`src/rtl/decode_ctrl_stage.sv`:
```
// RV32 control-decode stage: decodes a fetched instruction into a datapath control word
// and registers it with PC/instr behind a valid/ready handshake, with flush and illegal count.
module decode_ctrl_stage #(
  parameter int PC_W       = 32,
  parameter bit ENABLE_MUL = 1'b0,
  parameter bit ENABLE_SYS = 1'b1,
  parameter int CNT_W      = 8
) (
  input  logic             clk,
  input  logic             rst,
  input  logic             flush,
  input  logic             in_valid,
  output logic             in_ready,
  input  logic [31:0]      in_instr,
  input  logic [PC_W-1:0]  in_pc,
  output logic             out_valid,
  input  logic             out_ready,
  output logic [31:0]      out_instr,
  output logic [PC_W-1:0]  out_pc,
  output logic [1:0]       out_alu_op,
  output logic             alu_src,
  output logic             branch,
  output logic             mem_read,
  output logic             mem_write,
  output logic             reg_write,
  output logic             mem_to_reg,
  output logic             jump,
  output logic             jump_addr_src,
  output logic             imm_load,
  output logic             wb_src,
  output logic [2:0]       dmem_op,
  output logic             mul_en,
  output logic             illegal,
  output logic [CNT_W-1:0] illegal_cnt
);

  typedef struct packed {
    logic [1:0] alu_op;
    logic       alu_src;
    logic       branch;
    logic       mem_read;
    logic       mem_write;
    logic       reg_write;
    logic       mem_to_reg;
    logic       jump;
    logic       jump_addr_src;
    logic       imm_load;
    logic       wb_src;
    logic [2:0] dmem_op;
    logic       mul_en;
  } ctrl_t;

  localparam logic [CNT_W-1:0] CNT_MAX = {CNT_W{1'b1}};
  localparam logic [CNT_W-1:0] CNT_ONE = {{(CNT_W-1){1'b0}}, 1'b1};

  logic [6:0]       w_opc;
  logic [2:0]       w_f3;
  logic [6:0]       w_f7;
  ctrl_t            w_ctrl;
  logic             w_illegal;
  logic             w_accept;
  logic             w_xfer;

  ctrl_t            r_ctrl;
  logic             r_valid;
  logic             r_illegal;
  logic [31:0]      r_instr;
  logic [PC_W-1:0]  r_pc;
  logic [CNT_W-1:0] r_cnt;

  assign w_opc = in_instr[6:0];
  assign w_f3  = in_instr[14:12];
  assign w_f7  = in_instr[31:25];

  always_comb begin
    w_ctrl    = '0;
    w_illegal = 1'b0;
    case (w_opc)
      7'b0110111: begin // LUI
        w_ctrl.reg_write = 1'b1;
        w_ctrl.imm_load  = 1'b1;
      end
      7'b0010111: begin // AUIPC
        w_ctrl.reg_write = 1'b1;
        w_ctrl.wb_src    = 1'b1;
      end
      7'b1101111: begin // JAL
        w_ctrl.jump      = 1'b1;
        w_ctrl.reg_write = 1'b1;
      end
      7'b1100111: begin // JALR
        w_ctrl.jump          = 1'b1;
        w_ctrl.jump_addr_src = 1'b1;
        w_ctrl.reg_write     = 1'b1;
        w_ctrl.alu_src       = 1'b1;
        if (w_f3 != 3'b000) w_illegal = 1'b1;
      end
      7'b1100011: begin
        w_ctrl.branch = 1'b1;
        w_ctrl.alu_op = 2'b01;
        if (w_f3 == 3'b010 || w_f3 == 3'b011) w_illegal = 1'b1;
      end
      7'b0000011: begin
        w_ctrl.alu_src    = 1'b1;
        w_ctrl.mem_read   = 1'b1;
        w_ctrl.reg_write  = 1'b1;
        w_ctrl.mem_to_reg = 1'b1;
        case (w_f3)
          3'b000:  w_ctrl.dmem_op = 3'b010;
          3'b001:  w_ctrl.dmem_op = 3'b011;
          3'b010:  w_ctrl.dmem_op = 3'b001;
          3'b100:  w_ctrl.dmem_op = 3'b100;
          3'b101:  w_ctrl.dmem_op = 3'b101;
          default: w_illegal      = 1'b1;
        endcase
      end
      7'b0100011: begin
        w_ctrl.alu_src   = 1'b1;
        w_ctrl.mem_write = 1'b1;
        case (w_f3)
          3'b000:  w_ctrl.dmem_op = 3'b010;
          3'b001:  w_ctrl.dmem_op = 3'b011;
          3'b010:  w_ctrl.dmem_op = 3'b001;
          default: w_illegal      = 1'b1;
        endcase
      end
      7'b0010011: begin
        w_ctrl.alu_src   = 1'b1;
        w_ctrl.reg_write = 1'b1;
        w_ctrl.alu_op    = 2'b11;
        // shift-immediate encodings reuse funct7 as a qualifier
        if (w_f3 == 3'b001 && w_f7 != 7'b0000000) w_illegal = 1'b1;
        if (w_f3 == 3'b101 && w_f7 != 7'b0000000 && w_f7 != 7'b0100000) w_illegal = 1'b1;
      end
      7'b0110011: begin
        w_ctrl.reg_write = 1'b1;
        w_ctrl.alu_op    = 2'b10;
        if (w_f7 == 7'b0000000) begin
          w_illegal = 1'b0;
        end else if (w_f7 == 7'b0100000 && (w_f3 == 3'b000 || w_f3 == 3'b101)) begin
          w_illegal = 1'b0;
        end else if (w_f7 == 7'b0000001 && ENABLE_MUL) begin
          w_ctrl.mul_en = 1'b1;
        end else begin
          w_illegal = 1'b1;
        end
      end
      7'b0001111, 7'b1110011: begin
        if (!ENABLE_SYS) w_illegal = 1'b1;
      end
      default: w_illegal = 1'b1;
    endcase
    if (in_instr[1:0] != 2'b11) w_illegal = 1'b1;
    if (w_illegal) w_ctrl = '0;
  end

  assign in_ready = !rst && (!r_valid || out_ready);
  assign w_accept = in_valid && in_ready && !flush;
  assign w_xfer   = r_valid && out_ready;

  always_ff @(posedge clk) begin
    if (rst) begin
      r_valid   <= 1'b0;
      r_ctrl    <= '0;
      r_illegal <= 1'b0;
      r_instr   <= '0;
      r_pc      <= '0;
      r_cnt     <= '0;
    end else if (flush) begin
      r_valid <= 1'b0;
    end else if (w_accept) begin
      r_valid   <= 1'b1;
      r_ctrl    <= w_ctrl;
      r_illegal <= w_illegal;
      r_instr   <= in_instr;
      r_pc      <= in_pc;
      if (w_illegal && r_cnt != CNT_MAX) r_cnt <= r_cnt + CNT_ONE;
    end else if (w_xfer) begin
      r_valid <= 1'b0;
    end
  end

  assign out_valid     = r_valid;
  assign out_instr     = r_instr;
  assign out_pc        = r_pc;
  assign out_alu_op    = r_ctrl.alu_op;
  assign alu_src       = r_ctrl.alu_src;
  assign branch        = r_ctrl.branch;
  assign mem_read      = r_ctrl.mem_read;
  assign mem_write     = r_ctrl.mem_write;
  assign reg_write     = r_ctrl.reg_write;
  assign mem_to_reg    = r_ctrl.mem_to_reg;
  assign jump          = r_ctrl.jump;
  assign jump_addr_src = r_ctrl.jump_addr_src;
  assign imm_load      = r_ctrl.imm_load;
  assign wb_src        = r_ctrl.wb_src;
  assign dmem_op       = r_ctrl.dmem_op;
  assign mul_en        = r_ctrl.mul_en;
  assign illegal       = r_illegal;
  assign illegal_cnt   = r_cnt;

endmodule

```
`config.mk`:
```
export PLATFORM = sky130hd
export DESIGN_NAME = decode_ctrl_stage
export DESIGN_NICKNAME = d
export VERILOG_FILES = /design/src/rtl/decode_ctrl_stage.sv
export SDC_FILE = /design/constraint.sdc
export NUM_CORES = 1
export LEC_CHECK = 0
export CORE_MARGIN = 2
export CORE_UTILIZATION = 45
export CTS_BUF_LIST = sky130_fd_sc_hd__clkbuf_8
export CTS_CLUSTER_SIZE = 24
export DETAILED_ROUTE_END_ITERATION = 8
export PLACE_DENSITY = 0.88
export SETUP_SLACK_MARGIN = 0.3
export SYNTH_ARGS = -nofsm -noshare
export SYNTH_HDL_FRONTEND = slang
export SYNTH_SLANG_ARGS = --single-unit
```
`constraint.sdc`:
```
create_clock -name clk -period 6.7 [get_ports clk]
set_input_delay 1.34 -clock clk [delete_from_list [all_inputs] [get_ports clk]]
set_output_delay 1.34 -clock clk [all_outputs]
set_load 0.05 [all_outputs]
```
# --- Word-level counts from Yosys, hierarchy flattened ---
# Cells that the tools add are included.
classes:
  n_eq_ne: 20
  n_mux: 26
  reduce_logical: 29
  bitwise: 1
  addsub: 1
op_table:
  columns: ["op", "count"]
  rows:
  - ["equality test 7 x 6 -> 1 bit, second input constant", 4]
  - ["equality test 7 bit, second input constant", 4]
  - ["2-to-1 mux 1 bit", 20]
  - ["2-to-1 mux 16 bit", 1]
  - ["one-hot mux 3 bit (5 select lines)", 1]
  - ["equality test 7 x 5 -> 1 bit, second input constant", 2]
  - ["one-hot mux 2 bit (3 select lines)", 2]
  - ["OR reduction 5 bit", 2]
  - ["logical AND 1 bit", 9]
  - ["adder 8 x 1 -> 8 bit, second input constant", 1]
  - ["!= test 8 bit, second input constant", 1]
  - ["equality test 7 x 2 -> 1 bit, second input constant", 1]
  - ["equality test 7 x 4 -> 1 bit, second input constant", 1]
  - ["zero test 7 bit", 1]
  - ["!= test 7 x 6 -> 1 bit, second input constant", 1]
  - ["one-hot mux 1 bit (7 select lines)", 1]
  - ["nonzero test 7 bit", 1]
  - ["OR reduction 7 bit", 1]
  - ["equality test 3 x 2 -> 1 bit, second input constant", 2]
  - ["equality test 3 bit, second input constant", 2]
  - ["one-hot mux 3 bit (2 select lines)", 1]
  - ["OR reduction 2 bit", 2]
  - ["OR reduction 4 bit", 1]
  - ["equality test 3 x 1 -> 1 bit, second input constant", 1]
  - ["other kinds (10)", 14]
word_totals:
  input_bits: 69
  output_inout_bits: 91
  wordCells: 95
  reg_bits: 90

# --- Longest topological paths before layout ---
logic_depth:
  ltp_word: 9
  depth_mapped: 8
  mapped_depth_nobuf: 6

# --- Least setup slack after synthesis ---
# No wires, ideal clock.
synth_timing:
  path_type: "input-to-output"
  startpoint: "in rst"
  endpoint: "out in_ready"
  n_path_buf: 3
  stages: 4
  slack_ns: 2.782
  arrival_ns: 2.578
  required_time_ns: 5.360
  path_cell_list: "clkbuf_1 -> clkbuf_1 -> buf_1 -> nor2_1"
synth_between:
  elab_chain_len: 2
synth_rtl:
  columns: ["element", "line_no", "source"]
  rows:
  - ["from (decl)", "10", "input logic rst,"]
  - ["zero test 1 bit", "157", "assign in_ready = !rst && (!r_valid || out_ready);"]
  - ["logical AND 1 bit", "157", null]
  - ["to (decl)", "13", "output logic in_ready,"]
# No other way between the ends.

# --- Final worst setup path ---
layout_timing:
  startpoint: "in out_ready"
  endpoint: "out in_ready"
layout_between:
  elab_chain_len: 2
layout_rtl:
  columns: ["element", "line_no", "source"]
  rows:
  - ["from (decl)", "17", "input logic out_ready,"]
  - ["logical OR 1 bit", "157", null]
  - ["logical AND 1 bit", "157", null]
# No other way between the ends.

==> flow_summary.ini <==
[outcome]
status = finished, final reports clean

[timing]
slew_viol_final = 0
relSlewSlack = 0.395
period_minus_slack_ns = 4.11
worst_pin_slew_ns = 0.906
setup_viol = 0
hold_viol_final = 0
timing.fmax_mhz = 243
fin_worst_skew_ns = 0.0101
period_share = 0.614
tns_ns = 0
rsz0062_at_grt = no
holdWs_ns = 0.457

[cells_and_area]
syn2layout_area_growth_pct = 48.3
fin_util = 0.676
drive_gt1_frac = 0.0571
antennaDiodeCount = 0
fin_nets = 660
fin_cells = 700

[critical_path]
crit_path_start_kind = primary input
path_cells = clkdlybuf4s50_1, nor2b_1, nor2_1, clkdlybuf4s50_1
crit_fanout = 2
crit_arrival_ns = 2.77
cp.required_ns = 5.36
crit_type = primary input to primary output
cp_common_cell = clkdlybuf4s50_1
critPathTopFamily = buffers and inverters
cpPeakStageDelay_ns = 0.82
cp_slowest_cell = clkdlybuf4s50_1
crit_path_end_kind = primary output
path_buf_inv = 2

[route]
drt-vias-per-instance = 5.17
antenna_left = 0
vias = 3616
routed_wl_um = 10000
routedWlPerCell_um = 14.3
drc = 0
dr.pass1.iters = 4
drt-initial-drc-count = 196

[power]
p_sw_frac = 0.277
clockPowerShare = 0.346
pwr-share-comb = 0.167
seqPwrFrac = 0.487
switchingPower_mw = 0.309
p_leak_nw = 1.87
p_int_mw = 0.808
power_density_mw_per_mm2 = 204
ir_drop_mv = 0.109

[cts]
cts.sinks = 88
root_buffer = clkbuf_8
ctsResizeCount = 0
clk_path_buf_depth = 2
htree_levels = 3
ctsHoldBuffers = 0
clk_latency_ns = 0.35
cts_buffers = 9
clk_pin_slew_worst_paths_ns = 0.08
cts_tree = done
post_cts_buffers = 0

[logic_synthesis]
synth_edf_count = 0
synth_nets = 524
synthTopCellsByCount = nand2_1, dfxtp_1, a21oi_1, clkbuf_1, nor2_1
yosysMostFrequentCell = nand2_1
synthTopCellsByArea = dfxtp_1, nand2_1, a21oi_1, clkbuf_1, nor2_1
synth_top_area_cell = dfxtp_1
ys_ff_latch = 88
synth_cells = 454
avgSynthCellArea_sq_um = 8.12
synth_top_area_share = 0.478
synthesis.area_sq_mm = 0.00369
yosysWarningCount = 0
async_reset_ff_frac = 0
ys_seq_area_frac = 0.478
ys_types = 59
synth_ff_type = dfxtp_1

[job]
cap_viol_max_count = 0

[placement]
place_inst = 684
io_buffers = 158
routabilityCongestion = 0.826
hpwl_um = 7090

[global_routing]
antenna_found_initial = 0
grt_overflow = 0
grt_usage = 0.222
grt_first_pass_wirelength_um = 15800
grt_pass1_vias = 3482
grt_max_degree = 73

[floorplan]
core_area_sq_mm = 0.00809
rows = 33
start_util = 0.456
dieArea_sq_mm = 0.00893
die_w_um = 94.5
io_pins = 160
dieHeight_um = 94.5

[worst_hold_path]
hold_path.class = flip-flop to flip-flop
[power groups by stage]
| stage | combinational [mW] | clock (mW) | sequential, mW |
|---|---|---|---|
| final | 0.186 | 0.386 | 0.545 |
| after global routing | 0.199 | 0.411 | 0.546 |
| after global placement | 0.183 | 0 | 0.556 |
| after CTS | 0.187 | 0.395 | 0.545 |
| after detailed placement | 0.186 | 0 | 0.557 |
| after floorplan | 0.0572 | 0 | 0.605 |
[sequential cells by signal (all words and copies together) (netlist names), 2 cells and up]
register / count
out_instr: 32
out_pc: 32
illegal_cnt: 8
dmem_op: 3
out_alu_op: 2
[area by class of cell]
type / instances / area, sq um
Clock buffer: 11 / 151
Clock inverter: 5 / 61.3
Fill cell: 688 / 2620
Inverter: 4 / 15.0
Multi-Input combinational cell: 326 / 1750
Sequential cell: 88 / 1760
Tap cell: 105 / 131
Timing Repair Buffer: 161 / 1600
[metrics by stage]
step	power [mW]	setup WS, ns	area (sq um)
floorplan	0.663	2.78	3690
CTS	1.13	2.58	5470
global route	1.16	2.53	5470
detailed placement	0.743	2.59	5260
global placement	0.739	2.61	5260
finish	1.12	2.59	5470
[layout by cell type (no fill, tap or decap), types with 2 or more instances in the layout]
cell type and n:
o22ai_1 2, o21ai_0 2, mux2i_1 3, nand4b_1 2, nand3_1 4, nor3_1 4
nand2_1 139, o2111ai_1 2, clkdlybuf4s50_1 157, o41ai_2 3, inv_1 4, nand2b_1 6
nand3b_1 6, dfxtp_1 88, clkbuf_8 11, a211oi_1 3, nor2b_1 4, a22oi_1 2
nor2_1 18, or3_1 2, inv_6 2, and4_1 2, o21bai_1 2, buf_4 3
nand4_1 4, a21oi_1 78, mux2_1 4, o31ai_1 3
[routing by layer]
layer,GRT usage,up-vias,wire length [um]
met1,0.255,1664,4070
met4,0.0857,0,161
met5,0,-,0
li1,-,1810,-
met3,0.0567,13,832
met2,0.396,129,4980
[final timing paths]
check	from	to	slack, ns	depth (start not counted)
max reg2reg	out_valid	illegal_cnt[7]	4.25	7
min reg2reg	out_instr[13]	out_instr[13]	0.46	2
min	out_instr[13]	out_instr[13]	0.46	2
max	out_ready	in_ready	2.59	4
[tightest hold or removal path, stage by stage, from the launching register on]
cell     delay, ns
dfxtp_1       0.31
nand2_1       0.05
a21oi_1       0.05
[cell families after synthesis]
kind of cell | synth area share
xor+xnor | 0.00475
simple gates | 0.260
flops | 0.478
mux | 0.0204
fa+ha+maj | 0.00339
other cells | 0.00102
compound gates | 0.184
buf+inv | 0.0495
Note: power is estimated with default switching activity, not from simulation.
==> RTL change 1, RTL diff (config.mk and constraints unchanged) <==
Reset style: asynchronous (`rst`), changed in one clocked block.
--- a/src/rtl/decode_ctrl_stage.sv
+++ b/src/rtl/decode_ctrl_stage.sv
@@ -160,3 +160,3 @@
 
-  always_ff @(posedge clk) begin
+  always_ff @(posedge clk or posedge rst) begin
     if (rst) begin
Behaviour: differs if rst is asserted again (counterexample within 4 cycles, from zero or initial values and one cycle with rst high); with rst held inactive, the same outputs for 4 cycles.
==> RTL change 1 against the unedited design <==
Utilization is 0.99 points higher; cell area is 3.0% higher; setup slack worse by 210 ps; critical path depth stayed put; wire length is 4.5% lower; synthesized area is 3.8% higher; final cell count is 3.1% lower; sequential cell count stayed put; critical endpoint unchanged; largest cell class unchanged.
Power is not compared: it rests on default switching activity, and its combinational part moved more than twofold at a synthesized area within 25%.
==> RTL change 1: results (changes against the unedited design) <==
<table>
<tr><th>Metric</th><th>Value</th></tr>
<tr><th colspan="2">Layout</th></tr>
<tr><td>Final layout net count</td><td>638 (was 660)</td></tr>
<tr><td>Ratio of cells with drive above 1 in the final layout</td><td>6.981% (was 5.714%)</td></tr>
<tr><th colspan="2">GRT</th></tr>
<tr><td>Global Route Usage Sum</td><td>21.19% (was 22.23%)</td></tr>
<tr><td>GRT met1 Usage</td><td>25.08% (was 25.53%)</td></tr>
<tr><td>GR Layer Usage met3</td><td>7.361% (was 5.666%)</td></tr>
<tr><td>Global-route wire length before repair</td><td>15220 um (was 15810 um)</td></tr>
<tr><td>Pin count of the biggest net entering global routing</td><td>91 (was 73)</td></tr>
<tr><th colspan="2">Worst setup path</th></tr>
<tr><td>Reg-to-reg critical path startpoint</td><td>out_valid (unchanged)</td></tr>
<tr><td>Reg-to-reg slack, setup</td><td>4140 ps (was 4250 ps)</td></tr>
<tr><td>Critical path fanouts, max</td><td>3 (was 2)</td></tr>
<tr><td>Cell type group with the largest total delay on the critical path</td><td>buffers and inverters (unchanged)</td></tr>
<tr><td>Peak per-stage delay on the critical path</td><td>870 ps (was 820 ps)</td></tr>
<tr><td>Cell count of the worst reg-to-reg path</td><td>6 (was 7)</td></tr>
<tr><td>Arrival time of data at the critical path endpoint</td><td>2980 ps (was 2770 ps)</td></tr>
<tr><th colspan="2">Placement</th></tr>
<tr><td>Weighted congestion at the end of routability-driven global placement</td><td>0.8469 (was 0.8258)</td></tr>
<tr><td>Post-DP HPWL</td><td>6778 um (was 7085 um)</td></tr>
<tr><th colspan="2">Drt</th></tr>
<tr><td>Overall via count from detail_route</td><td>3357 (was 3616)</td></tr>
<tr><td>First-iteration detailed-routing DRC count</td><td>96 (was 196)</td></tr>
<tr><th colspan="2">Synth</th></tr>
<tr><td>Post-synthesis net count</td><td>492 (was 524)</td></tr>
<tr><td>Distinct cell type count after synthesis</td><td>46 (was 59)</td></tr>
<tr><td>Commonest register cell after synthesis</td><td>dfrtp_1 (was dfxtp_1)</td></tr>
<tr><td>Commonest cells post-synth</td><td>nand2_1, dfrtp_1, clkbuf_1 (was nand2_1, dfxtp_1, a21oi_1)</td></tr>
<tr><th colspan="2">Timing</th></tr>
<tr><td>Worst setup skew after layout</td><td>7.821 ps (was 10.08 ps)</td></tr>
<tr><td>Tightest hold margin</td><td>477.6 ps (was 456.8 ps)</td></tr>
<tr><th colspan="2">Hold path</th></tr>
<tr><td>Endpoint with the worst hold slack</td><td>out_instr[21] (was out_instr[13])</td></tr>
<tr><th colspan="2">Run status</th></tr>
<tr><td>Result of the run</td><td>complete, no violations (unchanged)</td></tr>
</table>
## RTL change 1: worst register-to-register path, stage by stage, from the launching register on
cell	delay [ps]
dfrtp_1	390
nor2b_1	150
nor2_1	260
nand3_4	780
nor2_1	570
nand4_2	150
xnor2_1	150
## RTL change 1: layout make-up
cell class | count | area, um2 | area share, %
clock buffer | 9 | 123.9 | 2.199
clock inverter | 7 | 71.32 | 1.266
inverter | 4 | 16.27 | 0.2887
multi-input combinational | 305 | 1493 | 26.49
sequential | 88 | 2202 | 39.09
tap | 105 | 131.4 | 2.332
timing repair buffer | 160 | 1597 | 28.34
## RTL change 1: cells by family after synthesis
logic type,synth area share [%]
AND/OR/NAND/NOR,30.00
flip-flops,57.52
AO/OA/AOI/OAI,6.078
buffers and inverters,3.856
XOR/XNOR,1.830
adder cells (fa/ha/maj),0.3267
other,0.09795
multiplexers,0.2941
## RTL change 1: through the flow
step / util (%) / instances / instance area [um2] / total power, mW / setup WS [ps]
after floorplan: - / 422 / 3829 / 1.059 / 3081
after global placement: 66.19 / 662 / 5439 / 1.289 / 2386
after detailed placement: 66.19 / 662 / 5439 / 1.304 / 2362
after CTS: 68.57 / 678 / 5634 / 1.669 / 2353
after global routing: 68.57 / 678 / 5634 / 1.731 / 2254
final: 68.57 / 678 / 5634 / 1.654 / 2380
## RTL change 1: per-layer routing
layer	up-vias	part of all wire (%)
li1	1631	-
met1	1593	40
met2	122	50
met3	11	9.1
met4	0	1.2
met5	-	0
## RTL change 1: where the power goes
part | internal, mW | switching [mW]
sequential | 0.610 | 0.0539
combinational | 0.211 | 0.414
clock | 0.173 | 0.191
==> RTL change 2, RTL diff (same flow settings) <==
Without the edit above. Change the parameter `CNT_W` from 8 to 6.
--- a/src/rtl/decode_ctrl_stage.sv
+++ b/src/rtl/decode_ctrl_stage.sv
@@ -6,3 +6,3 @@
   parameter bit ENABLE_SYS = 1'b1,
-  parameter int CNT_W      = 8
+  parameter int CNT_W      = 6
 ) (
Ports: changed (resized illegal_cnt); port bits go from 160 to 158. No check against the original RTL was run, so the function may have changed too.
==> RTL change 2 against the unedited design <==
Wire length fell by 3.1%; synthesized cell count shrank 3.5%; clock skew decreased by 1.6 ps; cell area is 5.1% lower; sequential cell count is 2 lower; count of clock-buffer cells in the layout decreased by 2; power fell by 2.5%; setup slack better by 14 ps; sequential share of layout area grew 0.96 points; via count is 4.1% lower; synthesized area decreased by 7.1%; critical path type unchanged; critical endpoint unchanged; largest power group unchanged.
==> RTL change 2: results (changes against the unedited design) <==
<table>
<tr><th>Metric</th><th>Value</th></tr>
<tr><th colspan="2">Worst setup path</th></tr>
<tr><td>Arrival time of data at the critical path endpoint</td><td>2760 ps (was 2770 ps)</td></tr>
<tr><td>Reg-to-reg slack, setup</td><td>4330 ps (was 4250 ps)</td></tr>
<tr><th colspan="2">Layout</th></tr>
<tr><td>Final layout net count</td><td>642 (was 660)</td></tr>
<tr><td>Filler instances</td><td>570 (was 688)</td></tr>
<tr><td>Ratio of cells with drive above 1 in the final layout</td><td>4.167% (was 5.714%)</td></tr>
<tr><th colspan="2">GRT</th></tr>
<tr><td>Pin count of the biggest net entering global routing</td><td>86 (was 73)</td></tr>
<tr><td>Via count of the first global-routing pass</td><td>3349 (was 3482)</td></tr>
<tr><td>Global Route Usage Sum</td><td>23.18% (was 22.23%)</td></tr>
<tr><td>GRT met1 Usage</td><td>29.00% (was 25.53%)</td></tr>
<tr><td>GR Layer Usage met3</td><td>4.647% (was 5.666%)</td></tr>
<tr><td>Global-route wire length before repair</td><td>15770 um (was 15810 um)</td></tr>
<tr><td>Grt met2 use</td><td>38.83% (was 39.58%)</td></tr>
<tr><th colspan="2">Placement</th></tr>
<tr><td>Count of input and output buffers</td><td>156 (was 158)</td></tr>
<tr><td>Weighted congestion at the end of routability-driven global placement</td><td>0.7997 (was 0.8258)</td></tr>
<tr><th colspan="2">Timing</th></tr>
<tr><td>Worst max-slew margin expressed relative to the limit</td><td>33.55% (was 39.50%)</td></tr>
<tr><td>Worst setup skew after layout</td><td>8.475 ps (was 10.08 ps)</td></tr>
<tr><td>Summed negative setup slack over all endpoints</td><td>0 ps (unchanged)</td></tr>
<tr><th colspan="2">Synth</th></tr>
<tr><td>Post-synthesis sequential area ratio</td><td>50.24% (was 47.78%)</td></tr>
<tr><td>Post-synthesis net count</td><td>508 (was 524)</td></tr>
<tr><td>Distinct cell type count after synthesis</td><td>46 (was 59)</td></tr>
<tr><td>Synth top area cells</td><td>dfxtp_1, nand2_1, a21oi_1 (unchanged)</td></tr>
<tr><td>Commonest cells post-synth</td><td>nand2_1, dfxtp_1, a21oi_1 (unchanged)</td></tr>
<tr><th colspan="2">Drt</th></tr>
<tr><td>First-iteration detailed-routing DRC count</td><td>248 (was 196)</td></tr>
<tr><td>WL final</td><td>9733 um (was 10040 um)</td></tr>
<tr><td>Via density</td><td>5.139 (was 5.166)</td></tr>
<tr><th colspan="2">Power</th></tr>
<tr><td>IR Drop Worst-Case VDD</td><td>123.6 uV (was 109.0 uV)</td></tr>
<tr><td>Total leakage power</td><td>1.775 nW (was 1.869 nW)</td></tr>
<tr><th colspan="2">Run status</th></tr>
<tr><td>Result of the run</td><td>complete, no violations (unchanged)</td></tr>
</table>
## RTL change 2: cell count changes after synthesis, sizes merged, moves of 3 or more
cell	before	now
a22oi	2	8
and3	1	4
mux2	4	0
mux2i	3	0
nand3b	6	1
nor2	18	25
nor4	1	4
o21ai	3	6
o31ai	3	0
o41ai	3	0
or4b	0	3
## RTL change 2: worst paths after layout
path	start	to	depth (start not counted)
min	out_instr[6]	out_instr[6]	2
max reg2reg	out_valid	alu_src	5
min reg2reg	out_instr[6]	out_instr[6]	2
max	out_ready	in_ready	4
## RTL change 2: area by class of cell
cell class,count,area [um2],area share (%)
clock buffer,9,123.9,2.387
timing repair buffer,158,1572,30.28
sequential,86,1722,33.17
tap,99,123.9,2.387
multi-input combinational,314,1558,30.01
inverter,3,11.26,0.2170
clock inverter,6,80.08,1.543
## RTL change 2: through the flow
step	area, um2	hold WS [ps]	worst slack, ps	cells
final	5190	455.2	2602	675
after global routing	5190	472.1	2464	675
after CTS	5190	457.4	2600	675
after detailed placement	4986	446.1	2368	660
after global placement	4986	439.1	2601	660
after floorplan	3427	671.1	2813	438
## RTL change 2: report_power, final
part / internal, mW / switching (mW)
combinational: 0.0728 / 0.105
clock: 0.205 / 0.175
sequential: 0.524 / 0.00713
total: 0.802 / 0.287
## RTL change 2: worst max-delay path, cell delays in order
cell and delay, ps:
clkdlybuf4s50_1 470, nor2b_1 60, nor2_1 80, clkdlybuf4s50_1 810
## RTL change 2: logic make-up after synthesis
group	synth area share, %
fa+ha+maj	0.3650
flops	50.24
other cells	0.1094
buf+inv	4.709
compound gates	17.74
simple gates	26.58
xor+xnor	0.2556
## RTL change 2: routing by layer
metal  vias to the layer above  part of all wire (%)
li1                       1730                     -
met1                      1612                    44
met2                       105                    49
met3                        22                   4.6
met4                         0                   2.5
met5                         -                     0
